===== src/rtl/bcd_step_counter_if.sv =====
// Request/status bundle for bcd_step_counter; master drives requests, slave is the counter.
interface bcd_step_counter_if #(
    parameter int unsigned NUM_DIGITS = 2
);
    logic                      add;
    logic                      sub;
    logic                      clear;
    logic                      load;
    logic [4*NUM_DIGITS-1:0]   load_val;
    logic [4*NUM_DIGITS-1:0]   count;
    logic [4*NUM_DIGITS-1:0]   count_n;
    logic                      busy;
    logic                      done;
    logic                      carry_out;
    logic                      borrow_out;

    modport master (
        output add, sub, clear, load, load_val,
        input  count, count_n, busy, done, carry_out, borrow_out
    );

    modport slave (
        input  add, sub, clear, load, load_val,
        output count, count_n, busy, done, carry_out, borrow_out
    );
endinterface


===== src/rtl/bcd_step_counter.sv =====
// Multi-digit BCD up/down counter rippling one digit per clock into a shadow register.
// BCD_SATURATE_EN: clamp to max/zero instead of wrapping when the top digit carries/borrows.
module bcd_step_counter #(
    parameter int unsigned NUM_DIGITS = 2,
    parameter int unsigned STEP       = 2,
    parameter int unsigned TOP_MOD    = 6
) (
    input  logic               clk,
    input  logic               rst,
    bcd_step_counter_if.slave  bus
);
    localparam int unsigned W = 4 * NUM_DIGITS;

`ifdef BCD_SATURATE_EN
    localparam bit SatEn = 1'b1;
`else
    localparam bit SatEn = 1'b0;
`endif

    typedef enum logic [0:0] {StIdle, StRipple} state_e;

    state_e         r_state, w_state_next;
    logic [W-1:0]   r_count, w_count_next;
    logic [W-1:0]   r_shadow, w_shadow_next;
    logic           r_dir, w_dir_next;           // 1 = decrement
    logic [2:0]     r_idx, w_idx_next;
    logic [3:0]     r_cin, w_cin_next;
    logic           r_done, w_done_next;
    logic           r_carry, w_carry_next;
    logic           r_borrow, w_borrow_next;

    logic [W-1:0]   w_result;
    logic [W-1:0]   w_load_clean;
    logic [W-1:0]   w_sat_max;
    logic [3:0]     w_digit;
    logic [3:0]     w_mod;
    logic [4:0]     w_tmp;
    logic           w_cout;
    logic           w_last;

    // Per-position sanitised load value and saturation ceiling.
    always_comb begin
        w_load_clean = '0;
        w_sat_max    = '0;
        for (int unsigned i = 0; i < NUM_DIGITS; i++) begin
            int unsigned m;
            m = (i == NUM_DIGITS - 1) ? TOP_MOD : 10;
            w_load_clean[4*i +: 4] = (32'(bus.load_val[4*i +: 4]) >= m) ? 4'd0
                                                                      : bus.load_val[4*i +: 4];
            w_sat_max[4*i +: 4]    = 4'(m - 1);
        end
    end

    // Single-digit add/subtract on the digit currently selected by r_idx.
    always_comb begin
        w_digit = '0;
        for (int unsigned i = 0; i < NUM_DIGITS; i++) begin
            if (r_idx == 3'(i)) w_digit = r_shadow[4*i +: 4];
        end
        w_last = (r_idx == 3'(NUM_DIGITS - 1));
        w_mod  = w_last ? 4'(TOP_MOD) : 4'd10;
        w_cout = 1'b0;
        if (!r_dir) begin
            w_tmp = {1'b0, w_digit} + {1'b0, r_cin};
            if (w_tmp >= {1'b0, w_mod}) begin
                w_tmp  = w_tmp - {1'b0, w_mod};
                w_cout = 1'b1;
            end
        end else if (w_digit < r_cin) begin
            w_tmp  = {1'b0, w_digit} + {1'b0, w_mod} - {1'b0, r_cin};
            w_cout = 1'b1;
        end else begin
            w_tmp = {1'b0, w_digit} - {1'b0, r_cin};
        end
        w_result = r_shadow;
        for (int unsigned i = 0; i < NUM_DIGITS; i++) begin
            if (r_idx == 3'(i)) w_result[4*i +: 4] = w_tmp[3:0];
        end
    end

    always_comb begin
        w_state_next  = r_state;
        w_count_next  = r_count;
        w_shadow_next = r_shadow;
        w_dir_next    = r_dir;
        w_idx_next    = r_idx;
        w_cin_next    = r_cin;
        w_done_next   = 1'b0;
        w_carry_next  = 1'b0;
        w_borrow_next = 1'b0;

        if (bus.clear) begin
            w_count_next = '0;
            w_state_next = StIdle;
        end else if (bus.load) begin
            w_count_next = w_load_clean;
            w_state_next = StIdle;
        end else begin
            unique case (r_state)
                StIdle: begin
                    if (bus.add ^ bus.sub) begin
                        w_dir_next    = bus.sub;
                        w_shadow_next = r_count;
                        w_idx_next    = '0;
                        w_cin_next    = 4'(STEP);
                        w_state_next  = StRipple;
                    end
                end
                StRipple: begin
                    w_shadow_next = w_result;
                    w_idx_next    = r_idx + 3'd1;
                    w_cin_next    = {3'b000, w_cout};
                    if (w_last) begin
                        w_state_next  = StIdle;
                        w_done_next   = 1'b1;
                        w_carry_next  = w_cout & ~r_dir;
                        w_borrow_next = w_cout & r_dir;
                        w_count_next  = w_result;
                        if (SatEn && w_cout) w_count_next = r_dir ? '0 : w_sat_max;
                    end
                end
                default: w_state_next = StIdle;
            endcase
        end
    end

    always_ff @(posedge clk or posedge rst) begin
        if (rst) begin
            r_state  <= StIdle;
            r_count  <= '0;
            r_shadow <= '0;
            r_dir    <= 1'b0;
            r_idx    <= '0;
            r_cin    <= '0;
            r_done   <= 1'b0;
            r_carry  <= 1'b0;
            r_borrow <= 1'b0;
        end else begin
            r_state  <= w_state_next;
            r_count  <= w_count_next;
            r_shadow <= w_shadow_next;
            r_dir    <= w_dir_next;
            r_idx    <= w_idx_next;
            r_cin    <= w_cin_next;
            r_done   <= w_done_next;
            r_carry  <= w_carry_next;
            r_borrow <= w_borrow_next;
        end
    end

    assign bus.count      = r_count;
    assign bus.count_n    = ~r_count;
    assign bus.busy       = (r_state == StRipple);
    assign bus.done       = r_done;
    assign bus.carry_out  = r_carry;
    assign bus.borrow_out = r_borrow;
endmodule


===== src/flat_wrapper.sv =====
// flat-port wrapper written by rule: the top's interface ports become plain ports
module bcd_step_counter_flat 
#(
    parameter int unsigned NUM_DIGITS = 2,
    parameter int unsigned STEP       = 2,
    parameter int unsigned TOP_MOD    = 6
)
  (clk, rst, bus_add, bus_sub, bus_clear, bus_load, bus_load_val, bus_count, bus_count_n, bus_busy, bus_done, bus_carry_out, bus_borrow_out);
  bcd_step_counter_if #(.NUM_DIGITS(NUM_DIGITS)) bus_i ();
  input  logic clk;
  input  logic rst;
  input wire logic [$bits(bus_i.add)-1:0] bus_add;
  input wire logic [$bits(bus_i.sub)-1:0] bus_sub;
  input wire logic [$bits(bus_i.clear)-1:0] bus_clear;
  input wire logic [$bits(bus_i.load)-1:0] bus_load;
  input wire logic [$bits(bus_i.load_val)-1:0] bus_load_val;
  output wire logic [$bits(bus_i.count)-1:0] bus_count;
  output wire logic [$bits(bus_i.count_n)-1:0] bus_count_n;
  output wire logic [$bits(bus_i.busy)-1:0] bus_busy;
  output wire logic [$bits(bus_i.done)-1:0] bus_done;
  output wire logic [$bits(bus_i.carry_out)-1:0] bus_carry_out;
  output wire logic [$bits(bus_i.borrow_out)-1:0] bus_borrow_out;
  assign bus_i.add = bus_add;
  assign bus_i.sub = bus_sub;
  assign bus_i.clear = bus_clear;
  assign bus_i.load = bus_load;
  assign bus_i.load_val = bus_load_val;
  assign bus_count = bus_i.count;
  assign bus_count_n = bus_i.count_n;
  assign bus_busy = bus_i.busy;
  assign bus_done = bus_i.done;
  assign bus_carry_out = bus_i.carry_out;
  assign bus_borrow_out = bus_i.borrow_out;
  bcd_step_counter #(.NUM_DIGITS(NUM_DIGITS), .STEP(STEP), .TOP_MOD(TOP_MOD)) u_core (.clk(clk), .rst(rst), .bus(bus_i));
endmodule

===== config.mk =====
export PLATFORM = sky130hd
export DESIGN_NAME = bcd_step_counter_flat
export DESIGN_NICKNAME = d
export VERILOG_FILES = /design/src/rtl/bcd_step_counter_if.sv /design/src/rtl/bcd_step_counter.sv /design/src/flat_wrapper.sv
export SDC_FILE = /design/constraint.sdc
export NUM_CORES = 1
export LEC_CHECK = 0
export ABC_AREA = 1
export BUFFER_PORTS_ARGS = -buffer_cell sky130_fd_sc_hd__buf_2
export CORE_ASPECT_RATIO = 1.75
export CORE_UTILIZATION = 53
export CTS_BUF_LIST = sky130_fd_sc_hd__clkbuf_2 sky130_fd_sc_hd__clkbuf_4 sky130_fd_sc_hd__clkbuf_8
export DETAILED_ROUTE_END_ITERATION = 6
export HOLD_SLACK_MARGIN = 0.02
export PLACE_DENSITY = 0.79
export SYNTH_ARGS = -nofsm -noshare
export SYNTH_HDL_FRONTEND = slang
export SYNTH_SLANG_ARGS = --single-unit

===== constraint.sdc =====
create_clock -name clk -period 3.5 [get_ports clk]
set_clock_uncertainty 0.05 [all_clocks]
set_input_delay 0.35 -clock clk [delete_from_list [all_inputs] [get_ports clk]]
set_output_delay 0.35 -clock clk [all_outputs]
set_load 0.1 [all_outputs]

Word-level counts from Yosys, hierarchy flattened
Cells that the tools add are included.
{ "word_totals": {"register_bits": 28, "input_bits": 14, "word_cells": 75} }
{ "op_classes": {"bitwise_logic": 8, "reduce_logical": 6, "n_addsub": 6, "eq_ne": 2, "muxes": 40, "magnitude_cmp": 4} }
{ "op_table": {"columns": ["cell", "count"], "rows": [
  ["2-to-1 mux 4 bit", 11],
  ["2-to-1 mux 8 bit", 5],
  ["2-to-1 mux 1 bit", 19],
  ["one-hot mux 8 bit (2 select lines)", 1],
  ["subtractor 4 bit", 3],
  ["NOT 8 bit", 1],
  ["one-hot mux 4 bit (2 select lines)", 1],
  ["one-hot mux 3 bit (2 select lines)", 1],
  ["nonzero test 3 bit", 2],
  ["adder 4 x 4 -> 5 bit", 1],
  ["greater-or-equal comparator 5 x 4 -> 1 bit", 1],
  ["adder 4 bit", 1],
  ["greater-or-equal comparator 4 x 3 -> 1 bit, second input constant", 1],
  ["greater-or-equal comparator 4 bit, second input constant", 1],
  ["less-than comparator 4 bit", 1],
  ["NOT 1 bit", 4],
  ["AND reduction 4 bit", 1],
  ["adder 3 x 1 -> 3 bit, second input constant", 1],
  ["== test 3 x 1 -> 1 bit, second input constant", 1],
  ["zero test 3 bit", 1],
  ["2-to-1 mux 3 bit", 1],
  ["AND reduction 3 bit", 1],
  ["AND 1 bit", 2],
  ["!= test 2 x 1 -> 1 bit, second input constant", 1],
  ["3 further kinds", 3]
]} }

Depth between registers and ports, before layout
{ "depth": {"depth_word": 12, "ltp_mapped": 29, "depth_no_buf": 28} }

Least setup slack after synthesis
Ideal clock, no wire load.
{ "synth_path": {"kind": "flip-flop to flip-flop", "start": "register u_core.r_idx[1]", "end": "register u_core.r_count[3], in the netlist u_core.bus.count[3]", "path_stages_with_launch": 27, "arrival_time_ns": 3.375, "setup_ns": 0.120, "slack_ns": -0.045, "period_less_slack_ns": 3.545, "path_buffers": 1, "required_ns": 3.330, "path_cell_list": "dfrtp_1 inv_1 ha_1 inv_1 nor2_4 buf_6 inv_2 o21ai_0 inv_1 ha_1 o21bai_1 nand3_1 nand2_1 inv_1 ha_1 inv_1 o21bai_1 nor2_1 nand2_4 inv_2 nand2_2 nand3_2 nand3_2 nand2_2 nand2_1 nand2_1 nand2_1"} }
{ "synth_between": {"elab_chain_cells": 12} }
{ "synth_lines": {"columns": ["item", "line_no", "rtl"], "rows": [
  ["start, declared", "bcd_step_counter.sv:26", "logic [2:0] r_idx, w_idx_next;"],
  ["start signal, assigned", "bcd_step_counter.sv:143", "r_idx <= w_idx_next;"],
  ["zero test 3 bit", "bcd_step_counter.sv:58, bcd_step_counter.sv:77", null],
  ["2-to-1 mux 4 bit (2 in series)", "bcd_step_counter.sv:58", "if (r_idx == 3'(i)) w_digit = r_shadow[4*i +: 4];"],
  ["adder 4 x 4 -> 5 bit / adder 4 bit (equally long branches)", "bcd_step_counter.sv:64, bcd_step_counter.sv:70", null],
  ["subtractor 4 bit, or another cell as far along", "bcd_step_counter.sv:66", "w_tmp = w_tmp - {1'b0, w_mod};"],
  ["2-to-1 mux 4 bit, on equally long branches", "bcd_step_counter.sv:65, bcd_step_counter.sv:69", null],
  ["2-to-1 mux 4 bit", "bcd_step_counter.sv:63", "if (!r_dir) begin"],
  ["2-to-1 mux 4 bit", "bcd_step_counter.sv:77", "if (r_idx == 3'(i)) w_result[4*i +: 4] = w_tmp[3:0];"],
  ["2-to-1 mux 8 bit", "bcd_step_counter.sv:113", "if (w_last) begin"],
  ["2-to-1 mux 8 bit", "bcd_step_counter.sv:99", "unique case (r_state)"],
  ["2-to-1 mux 8 bit", "bcd_step_counter.sv:95", "end else if (bus.load) begin"],
  ["2-to-1 mux 8 bit", "bcd_step_counter.sv:92", "if (bus.clear) begin"],
  ["end signal, assigned", "bcd_step_counter.sv:140", "r_count <= w_count_next;"],
  ["end, declared", "bcd_step_counter.sv:23", "logic [W-1:0] r_count, w_count_next;"]
]} }
Parallel ways exist; a longest one is shown, timed or not. The select of a mux whose other input is x is not followed.
A chain may end at the register's enable or synchronous reset.

Final worst setup path
{ "layout_path": {"start": "register u_core.r_idx[1]", "end": "register u_core.r_count[2], in the netlist u_core.bus.count[2]"} }
The elaborated chain is that of the path after synthesis.

==> results by group <==
Placed design
  • IO buf count: 33
  • Setup slack at placement: -0.09224 ns
  • GP Congestion: 1.001
  • Dpl hpwl: 4093 µm
  • Cells after DPL: 356

Power and ir drop
  • Total power: 0.001940 W
  • Peak VDD IR: 0.5967 mV
  • Pwr Density: 779.7 nW/µm²
  • Leakage: 1.304 nW

Timing
  • Slew Viols, Final: 0
  • Final setup vio count: 0
  • Final Hold Viols: 0
  • FMAX: 294.1 MHz
  • WHS: 0.2454 ns
  • RSZ-0062 raised after global routing: yes
  • Min Tclk post-route: 3.400 ns
  • Relative slew slack: 34.18%
  • Worst slew pin tran: 0.9862 ns
  • Worst Setup Slack, final: 0.09997 ns
  • Final worst path period share: 97.14%

Critical path
  • Reg-to-Reg End: u_core.bus.count[2]$_DFFE_PP0P_
  • Cell Chain, Critical Path: inv_2 > ha_2 > inv_2 > nor2_4 > inv_4 > o21ai_1 > o21ai_1 > inv_1 > ha_2 > inv_2 > fa_2 > nand3_1 > nand2_4 > fa_1 > o21bai_2 > nor2_4 > nand2_4 > nand2_2 > nand3_2 > nand3_2 > nand3_2 > nand2_1 > nand2_1 > nand2_1
  • Kind of cell adding the most delay to the critical path: adder cells
  • Launching point of the worst reg2reg path: u_core.r_idx[1]$_DFFE_PP0P_
  • Max FO, Critical Path: 5
  • Delay of the slowest critical-path stage: 0.42 ns
  • Crit path DAT: 3.52 ns
  • CP max stage cell: fa_1
  • Worst EP required: 3.62 ns
  • Critical path class: flip-flop to flip-flop
  • R2R setup slack: 0.1 ns
  • R2R cell count: 24
  • Buf/Inv on CP: 5
  • Crit path capture type: flip-flop
  • Critical path startpoint category: flip-flop

Yosys
  • Sequential element share of the synthesized area: 32.00%
  • Flops & latches, synth: 26
  • Avg Cell Area, Syn: 7.287 µm²
  • YS warnings: 0
  • Unique cell type count in the Yosys netlist: 30
  • Synth Net Count: 309
  • Mapped Area: 2033 µm²
  • Mapped Cells: 279

CTS
  • Clk Latency, worst-skew pair: 0.27 ns
  • H-tree level count: 1
  • TritonCTS clock tree: built
  • Clk pin slew, worst setup/hold paths: 0.09 ns
  • Clock Tree Buf Depth: 2
  • Clk sinks: 26
  • CTS buffer count: 3
  • Clock root cell: clkbuf_8

GRT
  • First-pass GRT wire length: 8473 µm
  • Gr usage total: 26.96%
  • Vias in the first global route: 1905
  • Aggregate global routing overflow: 0
  • Pin count of the biggest net entering global routing: 27
  • Antenna violations before repair: 0

Floorplan
  • I/O pin count: 34
  • Die Height: 83.94 µm
  • Starting Density: 56.03%
  • FP Rows: 29
  • Die area: 4098 µm²
  • Die span in x: 48.82 µm
  • Core area: 3628 µm²

Detailed routing
  • DRC viols: 0
  • Vias: 1941
  • Remaining antenna violation count after routing: 0
  • Final wirelength: 5327 µm
  • DRT Pass-1 Iters: 4
  • Routed length per instance: 14.63 µm
  • DR vias/cell: 5.332
  • DR iter-0 viols: 75

Cells and area
  • Fillers: 321
  • Fin nets: 349
  • Share of layout cells above drive strength 1: 32.39%
  • Final core occ: 68.59%
  • Area growth syn-to-layout: 22.40%
  • Finished Layout Cells: 364
  • Commonest non-fill, non-tap cells in the layout: nand2_1, inv_1, buf_2, dfrtp_1, o21ai_0
  • Commonest non-fill, non-tap cell in the layout: nand2_1
  • # diodes: 0

Worst hold path
  • Hold Path Class: input port to async pin

Outcome
  • Status: finished, final reports clean

Flow run
  • Max-cap violations: 0
==> synthesized netlist by cell type <==
cell,number,area share (%)
nand3_2,6,3.0
or2_2,2,0.62
fa_1,4,3.9
xnor2_1,1,0.43
a31o_2,1,0.43
nand2_4,4,2.2
nor2_1,14,2.6
o21ai_0,22,5.4
xor2_1,4,1.7
o21ai_1,3,0.74
nor2_2,2,0.62
inv_1,49,9.0
nand2_2,5,1.5
clkbuf_1,3,0.55
buf_6,1,0.55
ha_1,12,7.4
nor2_4,3,1.7
nor3_1,5,1.2
a31oi_1,2,0.62
inv_2,4,0.74
nand4_1,2,0.62
dfrtp_1,26,32
nand2_1,69,13
a21oi_1,9,2.2
o211ai_1,1,0.37
nand3_1,19,4.7
nand3_4,1,0.86
buf_2,2,0.49
o22ai_1,1,0.31
o21bai_1,2,0.74
==> per-stage QoR <==
step	TNS, ns	cell area (µm²)
6_report	0	2489
5_1_grt	-0.7607	2489
4_1_cts	0	2321
3_5_place_dp	-0.3067	2253
3_3_place_gp	-0.04695	2253
2_1_floorplan	0	2033
==> power by group <==
group	internal [W]	switching [W]	leakage (nW)
logic	0.000429	0.000916	0.930
registers	0.000351	0.0000487	0.345
clock network	0.000101	0.0000954	0.0288
==> cell type report <==
class	instances	area (µm²)	area share [%]
multi-input combinational	194	1294	51.99
sequential	26	650.6	26.14
timing repair buffer	41	225.2	9.050
inverter	53	206.4	8.296
tap	46	57.56	2.313
clock buffer	4	55.05	2.212
==> flip-flops by register name, summed over array words and instances, names as in the netlist <==
register / count
u_core.bus.borrow_out: 1
u_core.bus.busy: 1
u_core.r_idx: 3
u_core.r_shadow: 8
u_core.bus.done: 1
u_core.r_dir: 1
u_core.bus.count: 8
u_core.bus.carry_out: 1
u_core.r_cin: 2
==> worst max path at each step <==
stage	start	end	slack, ns	depth (start not counted)
after floorplan	u_core.r_idx[1]$_DFFE_PP0P_	u_core.bus.count[3]$_DFFE_PP0P_	0.10	26
after global placement	u_core.r_idx[1]$_DFFE_PP0P_	u_core.bus.count[3]$_DFFE_PP0P_	-0.03	28
after detailed placement	u_core.r_idx[0]$_DFFE_PP0P_	u_core.bus.count[3]$_DFFE_PP0P_	-0.09	28
after CTS	u_core.r_idx[1]$_DFFE_PP0P_	u_core.bus.count[3]$_DFFE_PP0P_	0.006	21
after global routing	u_core.r_idx[0]$_DFFE_PP0P_	u_core.r_shadow[3]$_DFFE_PP0P_	-0.1	29
final	u_core.r_idx[1]$_DFFE_PP0P_	u_core.bus.count[2]$_DFFE_PP0P_	0.1	24
==> repair_timing <==
action                     in CTS  in global routing
pin swaps                       0                 19
setup endpoints to repair      12                 13
setup buffers                   1                  3
cloned                          0                  0
hold buffers                    0                  0
gates resized for setup         2                 41
==> routing by layer <==
layer | global-route usage (%) | vias to the layer above | part of all wire (%)
met5 | 0 | - | 0
met4 | 14.71 | 0 | 5.0
met3 | 1.457 | 18 | 2.3
met2 | 51.26 | 52 | 56
met1 | 28.45 | 923 | 37
li1 | - | 948 | -
==> cell families after synthesis <==
group / count (synthesis) / share of synthesized area [%]
AND/OR/NAND/NOR: 132 / 32.31
buffers and inverters: 59 / 11.38
AO/OA/AOI/OAI: 41 / 10.83
flip-flops: 26 / 32.00
adder cells (fa/ha/maj): 16 / 11.32
XOR/XNOR: 5 / 2.154
Power figures use the tool's default switching activity.
